### src/rtl/cdb_arbiter.sv
`default_nettype none
// cdb_arbiter: per-requester result queues sharing one registered CDB broadcast; rev 1.0
// CDB_RR_EN selects round-robin arbitration, otherwise lowest non-empty index wins.
`ifndef ROBBW
`define ROBBW 6
`endif

module cdb_arbiter #(
  parameter  int N     = 3,
  parameter  int DEPTH = 2,
  localparam int SW    = (N > 1) ? $clog2(N) : 1
) (
  input  logic                   clk,
  input  logic                   rst,
  input  logic                   rdy,
  input  logic                   jump_wrong,
  input  logic [N-1:0]           req_valid,
  input  logic [N*`ROBBW-1:0]    req_rob_id,
  input  logic [N*32-1:0]        req_val,
  output logic [N-1:0]           req_ready,
  output logic                   cdb_flag,
  output logic [`ROBBW-1:0]      cdb_rob_id,
  output logic [31:0]            cdb_val,
  output logic [SW-1:0]          cdb_src
);

  localparam int PW = $clog2(DEPTH);
  localparam int CW = PW + 1;

  logic [`ROBBW-1:0] q_tag [N][DEPTH];
  logic [31:0]       q_val [N][DEPTH];
  logic [PW-1:0]     head  [N];
  logic [PW-1:0]     tail  [N];
  logic [CW-1:0]     count [N];

  logic [N-1:0]  nonempty;
  logic [N-1:0]  push;
  logic [N-1:0]  keep;
  logic [N-1:0]  pop;
  logic [SW-1:0] win;
  logic          win_found;

  // Ready looks only at registered occupancy; tag-0 pushes handshake but are not stored.
  always_comb begin
    nonempty  = '0;
    req_ready = '0;
    push      = '0;
    keep      = '0;
    pop       = '0;
    for (int i = 0; i < N; i++) begin
      nonempty[i]  = (count[i] != '0);
      req_ready[i] = rst && rdy && (count[i] != CW'(DEPTH));
      push[i]      = req_valid[i] && req_ready[i] && !jump_wrong;
      keep[i]      = push[i] && (req_rob_id[i*`ROBBW +: `ROBBW] != '0);
      pop[i]       = rdy && !jump_wrong && win_found && (win == SW'(i));
    end
  end

`ifdef CDB_RR_EN
  logic [SW-1:0] last;
  logic [SW-1:0] idx;

  always_comb begin
    win       = '0;
    win_found = 1'b0;
    idx       = '0;
    for (int k = 1; k <= N; k++) begin
      idx = SW'((int'(last) + k) % N);
      if (!win_found && nonempty[idx]) begin
        win       = idx;
        win_found = 1'b1;
      end
    end
  end

  always_ff @(posedge clk or negedge rst) begin
    if (!rst) begin
      last <= SW'(N - 1);
    end else if (jump_wrong) begin
      last <= SW'(N - 1);
    end else if (rdy && win_found) begin
      last <= win;
    end
  end
`else
  always_comb begin
    win       = '0;
    win_found = |nonempty;
    for (int k = N - 1; k >= 0; k--) begin
      if (nonempty[k]) win = SW'(k);
    end
  end
`endif

  always_ff @(posedge clk or negedge rst) begin
    if (!rst) begin
      for (int i = 0; i < N; i++) begin
        head[i]  <= '0;
        tail[i]  <= '0;
        count[i] <= '0;
      end
    end else if (jump_wrong) begin
      for (int i = 0; i < N; i++) begin
        head[i]  <= '0;
        tail[i]  <= '0;
        count[i] <= '0;
      end
    end else if (rdy) begin
      for (int i = 0; i < N; i++) begin
        if (keep[i]) tail[i] <= tail[i] + 1'b1;
        if (pop[i])  head[i] <= head[i] + 1'b1;
        count[i] <= count[i] + CW'(keep[i]) - CW'(pop[i]);
      end
    end
  end

  always_ff @(posedge clk) begin
    for (int i = 0; i < N; i++) begin
      if (keep[i]) begin
        q_tag[i][tail[i]] <= req_rob_id[i*`ROBBW +: `ROBBW];
        q_val[i][tail[i]] <= req_val[i*32 +: 32];
      end
    end
  end

  always_ff @(posedge clk or negedge rst) begin
    if (!rst) begin
      cdb_flag   <= 1'b0;
      cdb_rob_id <= '0;
      cdb_val    <= '0;
      cdb_src    <= '0;
    end else if (jump_wrong) begin
      cdb_flag <= 1'b0;
    end else if (rdy) begin
      cdb_flag <= win_found;
      if (win_found) begin
        cdb_rob_id <= q_tag[win][head[win]];
        cdb_val    <= q_val[win][head[win]];
        cdb_src    <= win;
      end
    end
  end

endmodule

`default_nettype wire
### config.mk
export PLATFORM = sky130hd
export DESIGN_NAME = cdb_arbiter
export DESIGN_NICKNAME = d
export VERILOG_FILES = /design/src/rtl/cdb_arbiter.sv
export SDC_FILE = /design/constraint.sdc
export NUM_CORES = 1
export LEC_CHECK = 0
export CAP_MARGIN = 30
export CORE_MARGIN = 2
export CORE_UTILIZATION = 40
export CTS_CLUSTER_SIZE = 40
export DETAILED_ROUTE_END_ITERATION = 8
export MAX_ROUTING_LAYER = met4
export PLACE_DENSITY = 0.73
export SETUP_SLACK_MARGIN = 0.3
export SYNTH_ARGS = -nofsm -noshare
export SYNTH_HDL_FRONTEND = slang
export SYNTH_SLANG_ARGS = --single-unit
### constraint.sdc
create_clock -name clk -period 4.3 [get_ports clk]
set_input_delay 0.86 -clock clk [delete_from_list [all_inputs] [get_ports clk]]
set_output_delay 0.86 -clock clk [all_outputs]
set_load 0.01 [all_outputs]
**Word-level counts from Yosys, hierarchy flattened**

Memories as Yosys holds them, arrays and structs flattened.
Index checks and enable logic that the tools add are counted.
Widths: inputs -> output; s select.

- Add/sub/neg operators: 12
- Magnitude comparators: 8
- Equality and inequality tests: 5
- Mux-type cells: 47
- Bitwise operators: 6
- Reductions and logical operators: 44

Operator list:

| kind | count |
|---|---|
| $mux 32 | 6 |
| $mux 64 | 3 |
| $demux 32 s1 | 3 |
| $mux 6 | 8 |
| $mux 12 | 3 |
| $logic_and 1x1->1 | 21 |
| $reduce_bool 2->1 | 10 |
| $demux 6 s1 | 3 |
| $reduce_bool 6->1 | 3 |
| $mux 1 | 13 |
| $mux 3 | 4 |
| $reduce_and 2->1 | 6 |
| $ge 2x2->1 const B | 4 |
| $not 1->2 | 4 |
| $add 1x1->1 const B | 6 |
| $add 2x1->2 | 3 |
| $lt 2x1->1 const B | 3 |
| $mux 2 | 3 |
| $ne 2x2->1 const B | 3 |
| $sub 2x1->2 | 3 |
| $ge 3x3->1 const B | 1 |
| $not 2->3 | 1 |
| $reduce_and 3->1 | 1 |
| $reduce_or 3->1 | 1 |
| other kinds (6) | 6 |

- Register bits: 53
- Bits in writable memories: 228
- Input port bits: 121
- Output and inout bits: 44
- Word-level logic and storage cells: 137
- Memories: 2

Memories:

| memory | words | bits a word | read ports | clocked after memory_dff | wr ports | line | RTL |
|---|---|---|---|---|---|---|---|
| q_val | 3 | 64 | 1 | 0 | 3 | 31 | `logic [31:0] q_val [N][DEPTH];` |
| q_tag | 3 | 12 | 1 | 0 | 3 | 30 | `` logic [`ROBBW-1:0] q_tag [N][DEPTH]; `` |

**Depth between registers and ports, before layout**

Gate-level depths: netlist of the first run.

- Word-level depth: 12
- Gate-level depth with buffers: 13
- Gate-level depth less buffers: 10

**Worst setup path before layout of the first run**

OpenSTA, ideal clock, no wires.

- Kind: input-to-reg
- From: input jump_wrong
- To: memory q_tag[0][10] (netlist bit) (enable)
- Library setup time: 438 ps
- Arrival time: 3169 ps
- Required time: 3862 ps
- Path slack: 693 ps
- Stages on the path: 4
- Path buffers: 0
- Path through: and3b_1 -> nand3_1 -> a21oi_1 -> nor2b_1

RTL lines:

| item | line | RTL |
|---|---|---|
| from (decl) | 16 | `input logic jump_wrong,` |
| to (decl) | 30 |  |

**Worst setup path after layout of the first run**

- From: input rdy
- To: output req_ready[2]

- Longest elaborated chain between the ends: 2

RTL lines:

| item | line | RTL |
|---|---|---|
| from (decl) | 15 | `input logic rdy,` |
| $logic_and 1x1->1 (2 in series) | 52 | `req_ready[i] = rst && rdy && (count[i] != CW'(DEPTH));` |
| to (decl) | 20 | `output logic [N-1:0] req_ready,` |

Every way passes these cells.

==> out/qor.yml, run 1 <==
status: "complete, no violations"
clockBufferDepth: 3
clk-insertion-delay-late_ns: 0.54
yosysWarnings: 0
use_met1_pct: 23.6
cts_resized: 0
p_leak_uw: 0.00555
stdcell_area_um2: 14200
slew_viol_final: 0
max-slew-margin-rel_pct: 39.1
drc: 0
yosysUniqueCellTypes: 36
finalNetCount: 982
worstPathMaxFanout: 6
met3_usage_pct: 3.19
r2r_setup_slack_ns: 1.30
rsz0062_at_grt: "false"
placed_cells: 1202
grt_antenna_before_repair: 1
synthTopCellsByCount: "228 x edfxtp_1, 96 x nor2_1, 79 x mux2i_1"
setup_violations: 0
fin_setup_tns_ns: 0
design.die.area_um2: 29300
cp.arrival_ns: 2.29
routed_wirelength_um: 25600
rr_startpoint: "count[4]$_DFFE_PN0P_"
cp.depth: 4
worst-r2r-cell-count: 6
fp.dieW_um: 171
min_period_over_period_pct: 73.3
hold_viol: 0
critPathLaunch: "rdy"
worst_path_largest_cell_delay_ns: 0.59
synth_cells: 687
design_power_total_uw: 6520
dp_hpwl_um: 16400
area_delta_synth_final_pct: 27.2
cts.htree.levels: 1
gp_congestion: 0.867
postCtsSetupRepairBufs: 0
grt-busiest-layer: "met2"
numPortBuffers: 164
ir_drop_v: 0.000356
yosysMostFrequentCell: "edfxtp_1"
grt_pass1_vias: 6771
crit_chain: "clkdlybuf4s50_1 -> nand2_1 -> a21oi_1 -> clkdlybuf4s50_1"
drtAntennaViolNets: 0
critPathTopFamily: "buffers and inverters"
nFillCells: 2270
cts_hold_buf: 0
start_kind: "primary input"
synth_ff_type: "edfxtp_1"
reg2reg_to: "cdb_val[14]$_DFFE_PN0P_"
crit_buf_inv: 2
path_class: "in2out"
cts_sinks: 281
synth_seq_cells: 281
vias_per_cell: 5.25
max_freq_mhz: 317
syn_avg_cell_area_um2: 16.3
root_buffer: "clkbuf_16"
grtUsageMet2_pct: 29.2
fin_skew_ns: 0.0149
placed_area_um2: 13300
grt_pass1_wl_um: 38400
ys_seq_area_share_pct: 73.1
grt_usage_pct: 17.9
hp-class: "in2async"
dr_total_vias: 6596
cpMaxStageDelayCell: "clkdlybuf4s50_1"
worstPathRequired_ns: 3.44
drive_gt1_share_pct: 10.5
cellPowerDensity_nw_per_um2: 459
cts_tree: "built"
rows: 61
synthTopCellsByArea: "edfxtp_1 61%, dfrtp_1 12%, mux2i_1 7.1%"
end_kind: "output port"
max_cap_viol_count: 0
worstMarginPinSlew_ns: 0.913
synth_area_um2: 11200
synth_edf_count: 228
first_iter_violations: 448
syn-num-nets: 814
start_util_pct: 40.4
final_cells: 1257
endpoint: "req_ready[2]"
fin_util_pct: 51.4
core_area_um2: 27600
async_reset_ff_share_pct: 18.9
min_period_ns: 3.15
io_pins: 165
synth_area_leader_cell: "edfxtp_1"
wl_per_cell_um: 20.3
drtPass1Iterations: 7
crit_top_cell: "clkdlybuf4s50_1"
path_clk_slew_ns: 0.06
grt_overflow: 0
yosys.area.top_type_share_pct: 61.3
dieHeight_um: 171
grt_max_degree: 89
numCtsBuffers: 29
sequential cells by signal, indices dropped and copies added, names as in the netlist:
| name | flops |
|---|---|
| cdb_rob_id | 6 |
| q_val | 192 |
| head | 3 |
| count | 6 |
| q_tag | 36 |
| tail | 3 |
| cdb_val | 32 |
| cdb_flag | 1 |
| cdb_src | 2 |
worst min path at each step:
stage                               from  slack, ns  depth (start not counted)                        end
6_report                             rst       0.40                          2    cdb_val[11]$_DFFE_PN0P_
5_1_grt                              rst       0.42                          2    cdb_val[11]$_DFFE_PN0P_
4_1_cts                              rst       0.40                          2     cdb_val[9]$_DFFE_PN0P_
3_5_place_dp   cdb_rob_id[1]$_DFFE_PN0P_       0.48                          1  cdb_rob_id[1]$_DFFE_PN0P_
3_3_place_gp   cdb_rob_id[3]$_DFFE_PN0P_       0.48                          1  cdb_rob_id[3]$_DFFE_PN0P_
2_1_floorplan        head[2]$_DFFE_PN0P_       0.50                          2        head[2]$_DFFE_PN0P_
logic make-up (layout without fill, tap and decap cells):
kind of cell	Yosys count	after routing	share of synthesized area (%)
flip-flops	281	281	73.1
AND/OR/NAND/NOR	128	128	4.88
AO/OA/AOI/OAI	127	127	10.7
multiplexers	79	79	7.08
buffers and inverters	54	244	2.59
XOR/XNOR	12	12	0.941
adder cells (fa/ha/maj)	6	6	0.672
other	0	2	0
cell usage in the layout, fill, tap and decap left out, types with 4 or more instances in the layout:
cell type,n
xnor2_1,4
buf_12,5
buf_4,15
inv_1,7
a2111oi_2,14
ha_1,6
nand3_1,5
clkdlybuf4s50_1,163
a21oi_1,6
a2111oi_1,6
nor2_1,96
nand2_1,5
clkinv_1,4
clkbuf_8,4
a211o_1,38
edfxtp_1,228
a2111oi_0,56
clkinv_2,5
xor2_1,8
dfrtp_1,53
clkbuf_16,29
mux2i_1,79
clkbuf_1,7
power breakdown:
part / switching (µW) / total [µW] / internal [µW]
clock: 977 / 2400 / 1420
combinational: 342 / 856 / 514
sequential: 128 / 3260 / 3140
final cells by class:
class,count,area (µm²),share of cell area (%)
inverter,7,26.3,0.185
clock buffer,40,807,5.68
multi-input combinational,352,2760,19.4
clock inverter,13,118,0.828
sequential,281,8170,57.5
timing repair buffer,184,1850,13.0
antenna,2,5.00,0.0352
tap,378,473,3.33
per-layer routing:
metal	vias up	part of all wire (%)	wire length, µm
met3	38	6.4	1640
met2	226	48	12200
met4	0	2.0	522
li1	3056	-	-
met5	-	0	0
met1	3276	44	11200
stage by stage:
step	worst slack, ns	hold slack [ns]
finish	1.15	0.396
global route	1.10	0.419
CTS	1.16	0.399
detailed placement	0.975	0.481
global placement	1.07	0.476
floorplan	0.693	0.498
No activity file was read; power rests on OpenSTA's default activity.
==> run 2: changes to the inputs <==
- clock period: 4.3 -> 3 ns (I/O delays scaled with it)
==> run 2 against run 1 <==
Compared with the run above:
- worst hold slack worse by 0.022 ns
- clock skew up 0.013 ns
- die area unchanged
- sequential power up 44%
- final area up 2.6%
- register-to-register slack worse by 0.93 ns
- clock-buffer cell count up 1
- largest cell class unchanged
- highest routed layer unchanged
==> out/qor.yml, run 2 (synthesis results as in run 1) <==
first_iter_violations: 589
worstPathMaxFanout: 38
dieHeight_um: 171
rr_startpoint: "count[3]$_DFFE_PN0P_"
cts_sinks: 281
rsz0062_at_grt: "true"
grt_pass1_vias: 6986
hp-class: "in2async"
met3_usage_pct: 4.07
numPortBuffers: 164
r2r_setup_slack_ns: 0.37
start_kind: "flop"
placed_area_um2: 13500
drtAntennaViolNets: 0
start_util_pct: 40.4
min_period_ns: 2.63
clk-insertion-delay-late_ns: 0.55
use_met1_pct: 25.1
end_kind: "flop"
cts_tree: "built"
fin_setup_tns_ns: 0
numCtsBuffers: 29
design_power_total_uw: 9510
max-slew-margin-rel_pct: 45.5
ir_drop_v: 0.000390
drtPass1Iterations: 5
status: "complete, no violations"
p_leak_uw: 0.00573
worstPathRequired_ns: 3.47
slew_viol_final: 0
critPathLaunch: "count[3]$_DFFE_PN0P_"
io_pins: 165
rows: 61
dp_hpwl_um: 17800
cellPowerDensity_nw_per_um2: 653
root_buffer: "clkbuf_16"
routed_wirelength_um: 27300
cts.htree.levels: 1
fin_skew_ns: 0.0284
grt_pass1_wl_um: 40800
grt_usage_pct: 19.1
final_common_cell: "edfxtp_1"
hold_slack_ns: 0.374
nFillCells: 2273
dr_total_vias: 6808
largest_register_ffs: 192
hold_viol: 0
grt_antenna_before_repair: 3
core_area_um2: 27600
min_period_over_period_pct: 87.5
grt-busiest-layer: "met2"
vias_per_cell: 5.34
drive_gt1_share_pct: 12.5
drc: 0
max_cap_viol_count: 0
wl_per_cell_um: 21.4
max_freq_mhz: 381
stdcell_area_um2: 14600
cp.arrival_ns: 3.09
path_class: "reg2reg"
clockBufferDepth: 3
fin_util_pct: 52.7
gp_congestion: 0.875
area_delta_synth_final_pct: 30.4
worst-r2r-cell-count: 7
grt_overflow: 0
fp.dieW_um: 171
final_cell_mix: "228 x edfxtp_1, 159 x clkdlybuf4s50_1, 96 x nor2_1"
setup_violations: 0
grt_max_degree: 93
path_clk_slew_ns: 0.06
worstMarginPinSlew_ns: 0.817
reg2reg_to: "cdb_val[15]$_DFFE_PN0P_"
design.die.area_um2: 29300
grtUsageMet2_pct: 30.6
finalNetCount: 997
## run 2: cell count changes in the layout (fill, tap and decap cells not counted), moves of 2 or more
cell             delta
buf_12             +13
clkdlybuf4s50_1     -4
clkinv_4            -2
clkinvlp_4          +2
dfrtp_1             -2
dfrtp_2             +2
dlymetal6s2s_1      +3
## run 2: worst max-delay path, stage by stage, from the launching register on
cell and delay, ns:
dfrtp_1 0.46, or4_4 0.54, buf_4 0.16, nor3_1 0.36, a31oi_4 0.06, buf_12 0.21
a2111oi_0 0.57, a211o_1 0.17
## run 2: metal layers
| metal | vias to the layer above | wire (µm) | share of wire (%) |
|---|---|---|---|
| met5 | - | 0 | 0 |
| met4 | 0 | 330 | 1.2 |
| met3 | 27 | 2370 | 8.7 |
| met2 | 294 | 12900 | 47 |
| met1 | 3409 | 11700 | 43 |
| li1 | 3078 | - | - |
## run 2: timing repair
item	4_1_cts	5_1_grt
hold endpoints to repair	1	0
gates cloned	0	0
endpoints found under the setup margin	3	15
setup buffers	0	7
resized for setup	1	11
hold buffers	1	0
pin swaps	0	5
## run 2: worst max-delay path by stage
stage / cells after the start / slack, ns / end
after floorplan: 13 / 0.31 / count[1]$_DFFE_PN0P_
after global placement: 6 / 0.25 / q_val[0][63]$_DFFE_PP_
after detailed placement: 6 / 0.23 / q_val[0][63]$_DFFE_PP_
after CTS: 5 / 0.33 / req_ready[1]
after global routing: 7 / 0.25 / cdb_val[15]$_DFFE_PN0P_
final: 7 / 0.37 / cdb_val[15]$_DFFE_PN0P_
## run 2: stage by stage
step	setup slack, ns	cells
2_1_floorplan	0.310	687
5_1_grt	0.251	1274
6_report	0.375	1274
3_5_place_dp	0.230	1209
4_1_cts	0.334	1264
3_3_place_gp	0.253	1209
## run 2: layout make-up
class	count	area [µm²]	share of cell area [%]
multi-input cells	352	2780	19.1
diodes	3	7.51	0.0515
flip-flops and latches	281	8180	56.1
clock inverters	13	145	0.996
well taps	378	473	3.25
clock buffers	41	821	5.63
inverters	7	26.3	0.180
repair buffers	199	2140	14.7
## run 2: power breakdown
part	internal (µW)	switching (µW)	leakage, µW
registers	4490	187	0.00275
clock network	2160	1430	0.000469
logic	753	490	0.00252
total	7400	2100	0.00573
==> run 3: changes to the inputs <==
- CORE_ASPECT_RATIO: unset -> 2
==> run 3 against run 2 <==
Compared with the run above:
- sequential power hardly changed
- die area grew 0.28%
- worst hold slack worse by 0.078 ns
- sequential cell count stayed put
- fmax up 1.3%
- global-route usage increased by 0.55 points
- critical endpoint is now req_ready[1]
==> out/qor.yml, run 3 (synthesis results as in run 1) <==
reg2reg_to: "count[3]$_DFFE_PN0P_"
worst_path_largest_cell_delay_ns: 0.59
dieHeight_um: 240
fin_util_pct: 52.0
status: "complete, no violations"
start_kind: "primary input"
routed_wirelength_um: 28200
dr_total_vias: 6750
vias_per_cell: 5.48
drtAntennaViolNets: 0
rsz0062_at_grt: "false"
setup_violations: 0
hold_viol: 0
drtPass1Iterations: 8
start_util_pct: 40.6
grt_pass1_vias: 7090
grt_antenna_before_repair: 0
path_class: "in2out"
area_delta_synth_final_pct: 28.1
first_iter_violations: 601
rr_startpoint: "count[5]$_DFFE_PN0P_"
grt_pass1_wl_um: 41000
gp_congestion: 0.898
finalNetCount: 989
worst-r2r-cell-count: 10
cellPowerDensity_nw_per_um2: 636
min_period_ns: 2.59
cts.htree.levels: 1
clk-insertion-delay-late_ns: 0.52
min_period_over_period_pct: 86.4
path_clk_slew_ns: 0.07
r2r_setup_slack_ns: 0.45
dp_hpwl_um: 18400
critPathLaunch: "rdy"
crit_top_cell: "clkdlybuf4s50_1"
stdcell_area_um2: 14300
hp-class: "in2async"
design_power_total_uw: 9100
drc: 0
cts_sinks: 281
num_antenna_cells: 0
grt_overflow: 0
worstPathRequired_ns: 2.40
final_common_cell: "edfxtp_1"
fp.dieW_um: 122
grt_usage_pct: 19.6
worstPathMaxFanout: 3
drive_gt1_share_pct: 11.1
max_cap_viol_count: 0
io_pins: 165
max-slew-margin-rel_pct: 50.6
clockBufferDepth: 3
cp.arrival_ns: 1.99
fin_skew_ns: 0.0116
slew_viol_final: 0
worstMarginPinSlew_ns: 0.741
fin_setup_tns_ns: 0
endpoint: "req_ready[1]"
numCtsBuffers: 24
wl_per_cell_um: 22.9
rows: 86
design.die.area_um2: 29400
p_leak_uw: 0.00560
cts_tree: "built"
numPortBuffers: 164
final_cell_mix: "228 x edfxtp_1, 163 x clkdlybuf4s50_1, 96 x nor2_1"
placed_area_um2: 13500
largest_register_ffs: 192
end_kind: "output port"
cpMaxStageDelayCell: "clkdlybuf4s50_1"
grt_max_degree: 117
ir_drop_v: 0.000350
crit_chain: "clkdlybuf4s50_1 -> nand2_1 -> a21oi_1 -> clkdlybuf4s50_1"
core_area_um2: 27500
root_buffer: "clkbuf_16"
max_freq_mhz: 386
==> run 3: cell types whose count changed in the layout (fill, tap and decap cells not counted), moves of 2 or more <==
cell,change
clkbuf_16,-4
buf_4,-5
or2_2,+2
clkdlybuf4s50_1,+4
clkbuf_1,-3
dlymetal6s2s_1,-3
diode_2,-3
==> run 3: layout make-up <==
class / count / area (µm²)
fillers: 2291 / 13200
flip-flops and latches: 281 / 8170
multi-input cells: 354 / 2770
repair buffers: 194 / 2100
clock buffers: 34 / 709
well taps: 352 / 440
clock inverters: 10 / 97.6
inverters: 7 / 26.3
==> run 3: per-layer routing <==
| layer | up-vias | wire [µm] | global-route usage, % |
|---|---|---|---|
| met2 | 239 | 15500 | 35.9 |
| met5 | - | 0 | - |
| met4 | 0 | 1110 | 8.85 |
| met1 | 3405 | 10300 | 21.1 |
| li1 | 3060 | - | - |
| met3 | 46 | 1250 | 2.09 |
==> run 3: repair_timing <==
item | 4_1_cts | 5_1_grt
endpoints found under the setup margin | 2 | 9
pin swaps | 0 | 2
endpoints found under the hold margin | 9 | 0
cloned | 1 | 1
gates resized for setup | 1 | 2
buffers inserted | 0 | 3
hold buffers | 1 | 0
==> run 3: report_power, final <==
| group | switching [µW] | internal [µW] |
|---|---|---|
| Clock | 1320 | 1820 |
| Combinational | 501 | 753 |
| Sequential | 215 | 4490 |
| Total | 2040 | 7060 |
==> run 3: worst min path at each step <==
stage / start / to / slack, ns / cells past startpoint
2_1_floorplan: rst / cdb_flag$_DFFE_PN0P_ / 0.30 / 0
6_report: rst / cdb_val[27]$_DFFE_PN0P_ / 0.30 / 2
4_1_cts: rst / head[0]$_DFFE_PN0P_ / 0.34 / 2
3_5_place_dp: cdb_val[24]$_DFFE_PN0P_ / cdb_val[24]$_DFFE_PN0P_ / 0.48 / 1
3_3_place_gp: cdb_val[14]$_DFFE_PN0P_ / cdb_val[14]$_DFFE_PN0P_ / 0.48 / 1
5_1_grt: rst / cdb_val[27]$_DFFE_PN0P_ / 0.37 / 2
==> run 3: through the flow <==
step,instances,hold slack (ns),setup slack (ns)
floorplan,687,0.304,0.310
global placement,1182,0.483,0.320
detailed placement,1182,0.480,0.268
CTS,1228,0.344,0.365
global route,1232,0.366,0.308
finish,1232,0.297,0.409
==> run 3: worst max-delay path: cells and delay by family <==
family	cells	cell delay [ns]
buffers and inverters	2	1.10
AO/OA/AOI/OAI	1	0.19
AND/OR/NAND/NOR	1	0.11
